==> src/rtl/lvt_word_mux_pipe.sv <==
// LVT word resolver: selects the last writer's bank word and registers it behind a 2-entry skid buffer.
// Optional sticky out-of-range selector flag enabled by macro LVT_MUX_SELCHK_EN.
module lvt_word_mux_pipe #(
  parameter int unsigned NUM_PORTS = 4,
  parameter int unsigned NUM_BANKS = 3,
  parameter int unsigned WORD_W    = 32,
  parameter int unsigned SEL_W     = 2
) (
  input  logic                        csi_clockreset_clk,
  input  logic                        csi_clockreset_reset_n,
  input  logic                        in_valid,
  output logic                        in_ready,
  input  logic [SEL_W-1:0]            selector,
  input  logic [NUM_BANKS*WORD_W-1:0] bank_data,
  output logic                        out_valid,
  input  logic                        out_ready,
  output logic [WORD_W-1:0]           out_data,
  output logic                        err_sel
);

  if (NUM_BANKS != NUM_PORTS - 1) begin : g_bad_banks
    $error("NUM_BANKS must equal NUM_PORTS-1");
  end
  if ((1 << SEL_W) < NUM_PORTS) begin : g_bad_sel_w
    $error("SEL_W too narrow for NUM_PORTS");
  end

  typedef enum logic [1:0] {StEmpty, StOne, StFull} state_e;

  state_e            state_q;
  logic [WORD_W-1:0] out_q;
  logic [WORD_W-1:0] skid_q;
  logic              rdy_q;
  logic [WORD_W-1:0] word;
  logic [31:0]       sel_ext;
  logic              sel_bad;
  logic              accept;
  logic              drain;

  // Writers 0 and 1 share bank 0; writer s >= 2 lives in bank s-1.
  always_comb begin
    sel_ext = 32'(selector);
    sel_bad = (sel_ext >= NUM_PORTS);
    word    = '0;
    if (!sel_bad) begin
      if (sel_ext < 32'd2) begin
        word = bank_data[0 +: WORD_W];
      end else begin
        for (int unsigned k = 1; k < NUM_BANKS; k++) begin
          if (sel_ext == k + 1) word = bank_data[k*WORD_W +: WORD_W];
        end
      end
    end
  end

  // rdy_q keeps in_ready low until the first edge after reset release.
  assign in_ready  = rdy_q && (state_q != StFull);
  assign out_valid = (state_q != StEmpty);
  assign out_data  = out_q;
  assign accept    = in_valid && in_ready;
  assign drain     = out_valid && out_ready;

  always_ff @(posedge csi_clockreset_clk or negedge csi_clockreset_reset_n) begin
    if (!csi_clockreset_reset_n) begin
      state_q <= StEmpty;
      out_q   <= '0;
      skid_q  <= '0;
      rdy_q   <= 1'b0;
    end else begin
      rdy_q <= 1'b1;
      case (state_q)
        StEmpty: begin
          if (accept) begin
            out_q   <= word;
            state_q <= StOne;
          end
        end
        StOne: begin
          if (accept && drain) begin
            out_q <= word;
          end else if (accept) begin
            skid_q  <= word;
            state_q <= StFull;
          end else if (drain) begin
            state_q <= StEmpty;
          end
        end
        StFull: begin
          if (drain) begin
            out_q   <= skid_q;
            state_q <= StOne;
          end
        end
        default: state_q <= StEmpty;
      endcase
    end
  end

`ifdef LVT_MUX_SELCHK_EN
  logic err_q;

  always_ff @(posedge csi_clockreset_clk or negedge csi_clockreset_reset_n) begin
    if (!csi_clockreset_reset_n) begin
      err_q <= 1'b0;
    end else if (accept && sel_bad) begin
      err_q <= 1'b1;
    end
  end

  assign err_sel = err_q;
`else
  assign err_sel = 1'b0;
`endif

endmodule

==> config.mk <==
export PLATFORM = sky130hd
export DESIGN_NAME = lvt_word_mux_pipe
export DESIGN_NICKNAME = d
export VERILOG_FILES = /design/src/rtl/lvt_word_mux_pipe.sv
export SDC_FILE = /design/constraint.sdc
export NUM_CORES = 1
export LEC_CHECK = 0
export CAP_MARGIN = 0
export CORE_UTILIZATION = 45
export CTS_CLUSTER_DIAMETER = 60
export DETAILED_ROUTE_END_ITERATION = 10
export HOLD_SLACK_MARGIN = 0.03
export PLACE_DENSITY = 0.88
export SLEW_MARGIN = 0
export SYNTH_ARGS = -nofsm -noshare
export SYNTH_HDL_FRONTEND = slang
export SYNTH_SLANG_ARGS = --single-unit
==> constraint.sdc <==
create_clock -name csi_clockreset_clk -period 2.98 [get_ports csi_clockreset_clk]
set_input_delay 0.596 -clock csi_clockreset_clk [delete_from_list [all_inputs] [get_ports csi_clockreset_clk]]
set_output_delay 0.596 -clock csi_clockreset_clk [all_outputs]
set_load 0.1 [all_outputs]
==> results.txt <==
* Maximum number of pins on one net before global-route repair: 129
* Pwr per Cell Area: between 700 and 800 nW/um^2
* Data required time of the worst path: 2380 ps
* Remaining antenna violation count after routing: 0
- At the end of routability-driven placement, the weighted congestion stood at between 0.7 and 0.8.
- Critical path fanouts, max: 28
- The number of global-route vias before repair is slightly below 4000.
- Buffers inserted to repair hold after CTS numbered 0.
- between 100 and 150 I/O pins were placed.
- Number of port buffers: between 100 and 150
- Crit path time final: between 2000 and 2500 ps
* Clock sink total: 67
- In this run the cell area of the synthesized design comes to a little over 4000 sq um.
- Final routed wirelength across all metal layers: about 12 mm
- Number of unique standard cell types used by synthesis: 28
- Count of state elements after synthesis: 67
* Sequential cell area: 1680 sq um
- Mapped Cells: 420
* Fmax achieved: roughly 430 MHz
* Pin slew with the least headroom to its limit: around 1100 ps
- For this design the static power due to leakage is roughly 2.4 nW.
- Counting along the longest clock path gives a buffer depth of 2.
* Number of synthesized flops with an enable pin: 0
- Post_cts resized: 0
- Clock transition at the registers of the reported paths: 70 ps
- Setup repair after global routing missed its margin: no
* Final hold violation count: 0
- Full die area: about 9400 sq um
- CP cell instances: nand2b_2 > and2_1 > buf_12
- Category of the critical setup timing path: flop to output port
- Startpoint type of the worst setup path: flop
* Final worst path period share: 0.786
- Overflow left after global routing: 0
- Final hold slack: ~240 ps
- Clock tree from TritonCTS: done
- Final setup TNS: 0 ps
- Total core area: between 8000 and 9000 sq um
- For the worst-skew pair, the clock arrives at the later sink with an insertion delay of approximately 340 ps.
* TritonCTS Buffers: 9
- Of the total power, registers draw 0.349.
- Number of buffers inserted to repair setup after CTS: 0
* Initial core utilization: 0.464
- Internal power comes to 2.18 mW.
- The root buffer cell chosen for the clock tree is sky130_fd_sc_hd__clkbuf_8.
- Max_cap viols: 0
- For this run, the detailed router's first-pass iteration total came to 5.
- The routed layout has approximately 3900 vias.
- Sequential fraction of the synthesis area: 0.414
* Crit path max-delay cell type: sky130_fd_sc_hd__dfrtp_1
* Final setup violating endpoints: 0
- Horizontal die dimension: 96.9 um
- The initial antenna violation count was 0.
* Switching share of total power: 0.467
- The first global-routing pass estimated a little under 20 mm of wire.
- Floorplan die height: slightly below 100 um
- Synth Warn #: 0
- Share of flip-flops with an asynchronous set or reset: 1.00
* Clk_skew: 6.28 ps
- Reg-to-Reg Start: state_q[1]
- Footprint of the multi-input gates: approximately 2100 sq um
- Overall global routing resource usage: 0.251
- The number of pins exceeding their max-slew limit in the final report is 0.
- Synthesis produced a netlist with a net count of 522.
- In the synthesized netlist the dominant register cell turns out to be sky130_fd_sc_hd__dfrtp_1.
- Floorplan row count: 34
* Average via count per standard cell: between 6 and 7
- Layout fillers: around 730
* Portion of total power attributed to combinational logic: 0.488
* Initial detailed-routing violation count: about 270
- Synthesized area divided by synthesized cell count: ~9.6 sq um
* Count of antenna diodes in the layout: 0
* Depth of the worst register-to-register path: 4
- Clock group share of total power: 0.163
- In the routed design, unresolved DRC markers number 0.
- In this run the register-to-register setup slack is approximately 960 ps.
- STA classifies the critical path endpoint as an output port.
* Switching component of the power: approximately 1.9 mW
- Dividing the detail-routed wire length by the instance count gives 17.9 um.
- In this design, the stage delay of the slowest critical-path cell is 440 ps.
- The run finished with clean final reports.
- After legalization and detailed placement, the total HPWL measured between 7 and 8 mm.
- Maximum resistive drop on vdd: roughly 0.38 mV
- Of the cells placed in the final design, the portion with a size suffix greater than 1 is 0.193.
- Net total in the final layout: about 630
- Growth of design area from synthesis to finish: 35.8%
* CTS H-Tree Depth: 3
* Reg2reg end: out_data[9]
* Hold Crit Class: input pin to async pin
- At the worst endpoint, the arrival time is between 1500 and 2000 ps.
* Max_slew headroom: 0.281
[per-stage QoR]
| stage | cell area (sq um) | power (mW) | setup slack (ps) | utilization | cells |
|---|---|---|---|---|---|
| after detailed placement | 5330 | 3.44 | 371 | 0.612 | 628 |
| after floorplan | 4050 | 2.87 | 650 | - | 420 |
| after global routing | 5500 | 4.26 | 534 | 0.631 | 642 |
| final | 5500 | 4.10 | 637 | 0.631 | 642 |
| after CTS | 5500 | 4.11 | 642 | 0.631 | 642 |
| after global placement | 5330 | 3.37 | 426 | 0.612 | 628 |
[worst max-delay path: cells and delay by family, from the launching register on]
kind | cells | cell delay (ps)
DFF | 1 | 440
buffers and inverters | 1 | 180
and+or+nand+nor | 2 | 780
[synth_stat cells (2+ instances only)]
cell type	count	share of area
sky130_fd_sc_hd__buf_6	3	0.0083
sky130_fd_sc_hd__mux2_2	31	0.086
sky130_fd_sc_hd__nor2_1	64	0.059
sky130_fd_sc_hd__buf_4	8	0.015
sky130_fd_sc_hd__o311ai_0	32	0.069
sky130_fd_sc_hd__o41ai_1	31	0.067
sky130_fd_sc_hd__nand2_1	2	0.0019
sky130_fd_sc_hd__nor3_1	32	0.040
sky130_fd_sc_hd__buf_2	2	0.0025
sky130_fd_sc_hd__a21oi_1	32	0.040
sky130_fd_sc_hd__conb_1	2	0.0019
sky130_fd_sc_hd__clkbuf_1	36	0.033
sky130_fd_sc_hd__and3_1	32	0.049
sky130_fd_sc_hd__mux2i_1	33	0.082
sky130_fd_sc_hd__dfrtp_1	67	0.41
[area by class of cell]
type,count,share of cell area
Multi-Input combinational cell,304,0.389
Timing Repair Buffer,149,0.252
Sequential cell,67,0.305
Tap cell,108,0.0246
Clock inverter,3,0.00273
Clock buffer,11,0.0275
[power groups by stage]
stage | Sequential, mW | Combinational, mW | Clock [mW]
2_1_floorplan | 2.31 | 0.562 | 0
3_3_place_gp | 1.42 | 1.95 | 0
3_5_place_dp | 1.44 | 2.00 | 0
4_1_cts | 1.43 | 2.01 | 0.674
5_1_grt | 1.46 | 2.08 | 0.715
6_report | 1.43 | 2.00 | 0.667
[logic make-up after synthesis]
family,count (synthesis),share of synthesized area
AO/OA/AOI/OAI,100,0.187
buffers and inverters,49,0.0590
flip-flops,67,0.414
multiplexers,65,0.171
other,2,0.00185
AND/OR/NAND/NOR,137,0.167
[state kept, by name, summed over array words and instances, names as in the netlist]
name      count
out_data     32
state_q       2
skid_q       32
rdy_q         1
[how the worst max path moves through the flow]
stage	cells past startpoint	endpoint	start
6_report	3	in_ready	state_q[0]
5_1_grt	3	in_ready	state_q[0]
4_1_cts	3	in_ready	state_q[0]
3_5_place_dp	5	out_data[0]	out_ready
3_3_place_gp	5	out_data[18]	out_ready
2_1_floorplan	4	in_ready	state_q[0]
[per-layer routing]
layer,vias up,track usage,part of all wire
met5,-,0,0
met4,0,0.116,0.024
li1,1812,-,-
met3,28,0.0556,0.075
met1,1846,0.315,0.40
met2,204,0.411,0.50
[placed cells by master (no fill, tap or decap)]
cell type                         netlist  layout
sky130_fd_sc_hd__nand3b_2               1       1
sky130_fd_sc_hd__clkinv_2               0       3
sky130_fd_sc_hd__o31a_1                 1       1
sky130_fd_sc_hd__o21a_1                 1       1
sky130_fd_sc_hd__o21bai_1               1       1
sky130_fd_sc_hd__nor2b_4                1       1
sky130_fd_sc_hd__clkbuf_8               0      11
sky130_fd_sc_hd__clkdlybuf4s50_1        0      98
sky130_fd_sc_hd__buf_12                 0       2
sky130_fd_sc_hd__nor3b_4                1       1
sky130_fd_sc_hd__o311ai_0              32      32
sky130_fd_sc_hd__buf_2                  2       2
sky130_fd_sc_hd__a21oi_1               32      32
sky130_fd_sc_hd__nor3_1                32      32
sky130_fd_sc_hd__or2_2                  1       1
sky130_fd_sc_hd__o41ai_1               31      31
sky130_fd_sc_hd__nor2_1                64      64
sky130_fd_sc_hd__nor2b_2                0       1
sky130_fd_sc_hd__buf_4                  8      47
sky130_fd_sc_hd__and3_1                32      32
sky130_fd_sc_hd__o41ai_2                1       1
sky130_fd_sc_hd__mux2i_1               33      33
sky130_fd_sc_hd__mux2_2                31      31
sky130_fd_sc_hd__and2_1                 1       1
sky130_fd_sc_hd__nand2_1                2       2
sky130_fd_sc_hd__o22ai_1                1       1
sky130_fd_sc_hd__conb_1                 2       2
sky130_fd_sc_hd__dfrtp_1               67      67
sky130_fd_sc_hd__nand2b_2               0       1
sky130_fd_sc_hd__mux2_1                 1       1
Note: power is estimated with default switching activity, not from simulation.
